[src/rtl/itrace_ringbuf.sv]
// itrace_ringbuf: keeps the last DEPTH retired {pc,inst} pairs and drains them oldest-first on request.
// Optional ITRACE_AUTO_TRIG_EN: an ebreak or illegal retirement starts the drain without dump_req.
module itrace_ringbuf #(
  parameter int DEPTH = 16,
  parameter int AW    = $clog2(DEPTH)
) (
  input  logic          clk,
  input  logic          rst,
  input  logic          commit_valid,
  input  logic [31:0]   commit_pc,
  input  logic [31:0]   commit_inst,
  input  logic          commit_illegal,
  input  logic          dump_req,
  output logic          dump_valid,
  input  logic          dump_ready,
  output logic [31:0]   dump_pc,
  output logic [31:0]   dump_inst,
  output logic [AW-1:0] dump_idx,
  output logic          dump_last,
  output logic          busy,
  output logic [AW:0]   count,
  output logic          overflow,
  output logic          dropped
);
  localparam int CW = AW + 1;
  localparam logic [AW:0]   DEPTH_C = DEPTH[AW:0];
  localparam logic [AW-1:0] PTR_ONE_C = AW'(1);
  localparam logic [AW:0]   CNT_ONE_C = CW'(1);
  localparam logic [AW:0]   CNT_TWO_C = CW'(2);

  typedef enum logic [0:0] {CAPTURE = 1'b0, DUMP = 1'b1} state_t;

  state_t        state_r, state_nxt_s;
  logic [63:0]   mem_r [DEPTH];
  logic [AW-1:0] wr_ptr_r, rd_ptr_r, idx_r;
  logic [AW:0]   count_r, remain_r;
  logic          overflow_r, dropped_r, dump_valid_r, dump_last_r;
  logic [31:0]   dump_pc_r, dump_inst_r;

  logic          trig_s, wr_en_s, start_s, beat_s, finish_s;
  logic [AW-1:0] wr_ptr_post_s, rd_start_s, rd_nxt_s;
  logic [AW:0]   count_post_s;
  logic [63:0]   start_data_s;

  logic          valid_nxt_s, last_nxt_s;
  logic [63:0]   data_nxt_s;
  logic [AW-1:0] idx_nxt_s, rd_ptr_nxt_s;
  logic [AW:0]   remain_nxt_s;

`ifdef ITRACE_AUTO_TRIG_EN
  localparam logic [31:0] EBREAK_C = 32'h0010_0073;
  assign trig_s = dump_req | (commit_valid & ((commit_inst == EBREAK_C) | commit_illegal));
`else
  logic unused_illegal_s;
  assign unused_illegal_s = commit_illegal;
  assign trig_s = dump_req;
`endif

  // Capture-side pointer/count arithmetic and drain handshake decode.
  always_comb begin
    wr_en_s = (state_r == CAPTURE) & commit_valid;
    if (wr_en_s) begin
      wr_ptr_post_s = wr_ptr_r + PTR_ONE_C;
      count_post_s  = (count_r == DEPTH_C) ? DEPTH_C : count_r + CNT_ONE_C;
    end else begin
      wr_ptr_post_s = wr_ptr_r;
      count_post_s  = count_r;
    end
    // With a full buffer the low count bits are zero, so the oldest entry is the write pointer.
    rd_start_s = wr_ptr_post_s - count_post_s[AW-1:0];
    start_s    = (state_r == CAPTURE) & trig_s & (count_post_s != {CW{1'b0}});
    beat_s     = dump_valid_r & dump_ready;
    finish_s   = beat_s & dump_last_r;
    rd_nxt_s   = rd_ptr_r + PTR_ONE_C;
    // A lone same-cycle commit is the first beat but is not yet in the array.
    if (wr_en_s && (rd_start_s == wr_ptr_r)) begin
      start_data_s = {commit_pc, commit_inst};
    end else begin
      start_data_s = mem_r[rd_start_s];
    end
  end

  // Next-state logic.
  always_comb begin
    case (state_r)
      CAPTURE: state_nxt_s = start_s ? DUMP : CAPTURE;
      DUMP:    state_nxt_s = finish_s ? CAPTURE : DUMP;
      default: state_nxt_s = CAPTURE;
    endcase
  end

  // Next values of the registered dump port and read cursor.
  always_comb begin
    valid_nxt_s  = dump_valid_r;
    last_nxt_s   = dump_last_r;
    data_nxt_s   = {dump_pc_r, dump_inst_r};
    idx_nxt_s    = idx_r;
    rd_ptr_nxt_s = rd_ptr_r;
    remain_nxt_s = remain_r;
    case (state_r)
      CAPTURE: begin
        if (start_s) begin
          valid_nxt_s  = 1'b1;
          last_nxt_s   = (count_post_s == CNT_ONE_C);
          data_nxt_s   = start_data_s;
          idx_nxt_s    = {AW{1'b0}};
          rd_ptr_nxt_s = rd_start_s;
          remain_nxt_s = count_post_s;
        end else begin
          valid_nxt_s  = 1'b0;
          last_nxt_s   = 1'b0;
        end
      end
      DUMP: begin
        if (finish_s) begin
          valid_nxt_s  = 1'b0;
          last_nxt_s   = 1'b0;
          remain_nxt_s = {CW{1'b0}};
        end else if (beat_s) begin
          last_nxt_s   = (remain_r == CNT_TWO_C);
          data_nxt_s   = mem_r[rd_nxt_s];
          idx_nxt_s    = idx_r + PTR_ONE_C;
          rd_ptr_nxt_s = rd_nxt_s;
          remain_nxt_s = remain_r - CNT_ONE_C;
        end else begin
          valid_nxt_s  = dump_valid_r;
        end
      end
      default: begin
        valid_nxt_s = 1'b0;
        last_nxt_s  = 1'b0;
      end
    endcase
  end

  // State, pointer, sticky-flag and output registers.
  always_ff @(posedge clk or posedge rst) begin
    if (rst) begin
      state_r      <= CAPTURE;
      wr_ptr_r     <= {AW{1'b0}};
      rd_ptr_r     <= {AW{1'b0}};
      idx_r        <= {AW{1'b0}};
      count_r      <= {CW{1'b0}};
      remain_r     <= {CW{1'b0}};
      overflow_r   <= 1'b0;
      dropped_r    <= 1'b0;
      dump_valid_r <= 1'b0;
      dump_last_r  <= 1'b0;
      dump_pc_r    <= 32'h0000_0000;
      dump_inst_r  <= 32'h0000_0000;
    end else begin
      state_r      <= state_nxt_s;
      wr_ptr_r     <= wr_ptr_post_s;
      count_r      <= finish_s ? {CW{1'b0}} : count_post_s;
      rd_ptr_r     <= rd_ptr_nxt_s;
      idx_r        <= idx_nxt_s;
      remain_r     <= remain_nxt_s;
      dump_valid_r <= valid_nxt_s;
      dump_last_r  <= last_nxt_s;
      dump_pc_r    <= data_nxt_s[63:32];
      dump_inst_r  <= data_nxt_s[31:0];
      if (wr_en_s && (count_r == DEPTH_C)) begin
        overflow_r <= 1'b1;
      end else if (finish_s) begin
        overflow_r <= 1'b0;
      end
      if ((state_r == DUMP) && commit_valid) begin
        dropped_r <= 1'b1;
      end
    end
  end

  // Trace storage; contents need no reset.
  always_ff @(posedge clk) begin
    if (wr_en_s) begin
      mem_r[wr_ptr_r] <= {commit_pc, commit_inst};
    end
  end

  assign dump_valid = dump_valid_r;
  assign dump_last  = dump_last_r;
  assign dump_pc    = dump_pc_r;
  assign dump_inst  = dump_inst_r;
  assign dump_idx   = idx_r;
  assign busy       = (state_r == DUMP);
  assign count      = count_r;
  assign overflow   = overflow_r;
  assign dropped    = dropped_r;
endmodule

[config.mk]
export PLATFORM = sky130hd
export DESIGN_NAME = itrace_ringbuf
export DESIGN_NICKNAME = d
export VERILOG_FILES = /design/src/rtl/itrace_ringbuf.sv
export SDC_FILE = /design/constraint.sdc
export NUM_CORES = 1
export LEC_CHECK = 0
export ABC_CLOCK_PERIOD_IN_PS = 5600
export CAP_MARGIN = 20
export CORE_MARGIN = 2
export CORE_UTILIZATION = 55
export DETAILED_ROUTE_END_ITERATION = 8
export PLACE_DENSITY = 0.72
export SYNTH_ARGS = -nofsm -noshare
export SYNTH_HDL_FRONTEND = slang
export SYNTH_SLANG_ARGS = --single-unit
[constraint.sdc]
create_clock -name clk -period 5.6 [get_ports clk]
set_clock_uncertainty 0.2 [all_clocks]
set_input_delay 1.4 -clock clk [delete_from_list [all_inputs] [get_ports clk]]
set_output_delay 1.4 -clock clk [all_outputs]
set_load 0.1 [all_outputs]
==> results_dict.tcl, run 1 <==
set metrics [dict create \
    cp-start-kind "input pin" \
    cts-root-to-sink-buffers 3 \
    finalHoldViolCount 0 \
    slowest_delay_ns 0.72 \
    route.vias.total 28290 \
    stdcell_count 3972 \
    cts_root_buf "clkbuf_16" \
    dieHeight_um 310 \
    fin_crit_sh 0.893 \
    finalSetupViolCount 0 \
    final.setup.worst_slack_ns 0.598 \
    rrSetupSlack_ns 1.42 \
    core_um2 92900 \
    reg2reg_depth 14 \
    crit_required_ns 6.00 \
    drt-pass1-iter-count 5 \
    ys_seq_area_frac 0.643 \
    fin_setup_tns_ns 0 \
    initial_core_util 0.553 \
    min_from "dropped" \
    hold_ws_ns 0.272 \
    holdCritPathClass "flip-flop to flip-flop" \
    synth_area_um2 51400 \
    grt_max_degree 113 \
    antenna_found_initial 10 \
    gp_congestion 0.813 \
    slowest_stage "clkdlybuf4s50_1" \
    synth_top_area_share 0.599 \
    synth-edff-count 1024 \
    drcViolationCount 0 \
    finalCriticalPeriod_ns 5.00 \
    rsz0062_at_grt "false" \
    synth_nets 2524 \
    critPathArrivalTime_ns 5.40 \
    hold_depth 1 \
    crit_fanout 19 \
    drtIter0Drc 3578 \
    dp.cells 3759 \
    multi_input_area_um2 17600 \
    pre_cts_slack_ns -0.0129 \
    num_rows 112 \
    maxCapViolCount 0 \
    clkLatencyLatePin_ns 0.70 \
    final_nets 2704 \
    grt_pass1_vias 29548 \
    postCtsHoldBufs 0 \
    place_hpwl_mm 71.9 \
    viasPerCell 7.12 \
    clk_pin_slew_worst_paths_ns 0.06 \
    drt-total-wl_mm 135 \
    cts_tree "yes" \
    cts_setup_buffers 0 \
    synth.distinct_cells 49 \
    grt_pass1_wl_mm 198 \
    numPortBuffers 146 \
    drive_gt1_frac 0.400 \
    grt_usage 0.289 \
    die_area_um2 95800 \
    synthArstFlopShare 0.0816 \
    grt-ovfl-total 0 \
    netlist_instances 2440 \
    critPathTopFamily "buffers and inverters" \
    crit_chain "clkdlybuf4s50_1, nor2b_4, nand2_1, nor3_1, a21oi_1, ha_1, nand2_1, o21ai_0, xor2_1, xnor2_4, mux2i_4, buf_4, a221oi_2, a21oi_1" \
    drv_slew 0 \
    fp.dieW_um 310 \
    cts_max_level 3 \
    max_slew_margin 0.199 \
    synth_warnings 0 \
    syn_to_final_growth_pct 14.9 \
    synth-main-ff-cell "edfxtp_1" \
    synth.largest_area_cell "edfxtp_1" \
    syn_avg_cell_area_um2 21.0 \
    critical_path_class "input pin to flip-flop" \
    ioPinCount 148 \
    clock-sinks 1115 \
    synth.most_common_cell "edfxtp_1" \
    wl_per_cell_um 34.1 \
    synth_seq_cells 1115 \
    fill_cells 6087 \
    cts_resized 0 \
    seq_area_um2 33000 \
    critPathCaptureType "flip-flop" \
    yosys-top-cells-area "edfxtp_1 60%, mux4_2 25%, dfrtp_1 4.4%" \
    fmax_ghz 0.200 \
    worstPathBufferInverterCount 2 \
    hold_path_end "dropped" \
    rr_endpoint "dump_pc[8]" \
    r2r-start "count[0]" \
    outcome "finished, final reports clean" \
    worst_pin_slew_ns 1.20 \
    synthTopCellsByCount "1,024 x edfxtp_1, 576 x mux4_2, 129 x mux2_2" \
    cts_buffers 112 \
    drtAntennaViolNets 0 \
    worst-path-stages 14 \
]
==> layout make-up <==
cell class / instances / area share
diodes: 1 / 0.0000424
clock buffers: 139 / 0.0511
clock inverters: 72 / 0.0112
inverters: 15 / 0.000997
multi-input cells: 1121 / 0.298
flip-flops and latches: 1115 / 0.560
well taps: 1254 / 0.0266
repair buffers: 255 / 0.0521
==> worst reg2reg max path, cell delays in order, from the launching register on <==
cell      delay [ns]
dfrtp_1         0.46
inv_1           0.13
ha_1            0.15
nand2_1         0.08
nor3_1          0.16
o21a_1          0.26
inv_1           0.11
ha_4            0.18
fa_4            0.92
buf_12          0.19
buf_12          0.21
mux4_2          0.35
mux2_2          0.29
a221oi_2        0.26
a21oi_1         0.10
==> per-layer routing <==
metal / up-vias / wire length (um) / global-route usage
met1: 15121 / 49700 / 0.395
met4: 18 / 4130 / 0.0938
li1: 11036 / - / -
met2: 1841 / 66000 / 0.464
met5: - / 127 / 0
met3: 274 / 15400 / 0.0719
==> per-stage QoR <==
stage | utilization | instance area, um^2
global route | 0.635 | 59000
CTS | 0.635 | 59000
floorplan | - | 51400
finish | 0.635 | 59000
global placement | 0.595 | 55300
detailed placement | 0.595 | 55300
==> registers in the layout, summed over array words and instances, names as in the netlist, 4 cells and up <==
signal,flops
mem_r,1024
dump_inst,32
dump_pc,32
count,5
remain_r,5
dump_idx,4
rd_ptr_r,4
wr_ptr_r,4
==> cells by family after synthesis <==
logic type | synth area share
AO/OA/AOI/OAI | 0.0368
flip-flops | 0.643
multiplexers | 0.282
XOR/XNOR | 0.00341
adder cells (fa/ha/maj) | 0.00356
buffers and inverters | 0.0174
AND/OR/NAND/NOR | 0.0138
==> cells in the final DEF (no fill, tap or decap), drive strengths merged, types with 2 or more instances in the layout <==
cell type and n:
a21oi 73, nor2 19, mux4 576, nand2b 3, o21ai 12, nand3 4, xor2 6, inv 19
edfxtp 1024, ha 13, mux2i 3, clkinvlp 6, clkdlybuf4s50 143, dfrtp 91, and2 18, or3 3
nand4 4, o211ai 2, nor3 7, xnor2 11, clkbuf 139, o22ai 65, buf 112, a221oi 64
nand3b 3, bufinv 10, and3 3, mux2 129, nand2 84, o21a 2, nor2b 2, a21o 2
o32ai 3, clkinv 52
==> worst max path at each step <==
stage | startpoint | endpoint | slack (ns)
6_report | commit_valid | dump_pc[3] | 0.60
3_5_place_dp | commit_valid | dump_inst[23] | -0.01
3_3_place_gp | commit_valid | dump_inst[28] | 0.05
2_1_floorplan | commit_valid | dump_pc[28] | 0.77
5_1_grt | commit_valid | dump_pc[3] | 0.30
4_1_cts | commit_valid | dump_inst[23] | 0.71
Power of run 1 is not shown: default switching activity piles up to over one toggle a cycle in this logic, so the estimate is an artifact.
==> run 2, diff against run 1 <==
Settings changed: TNS_END_PERCENT from default to 10.
==> results of run 2 <==
Final layout, timing and power as in run 1 (identical DEF).
Power of run 2 is left out for the same reason.
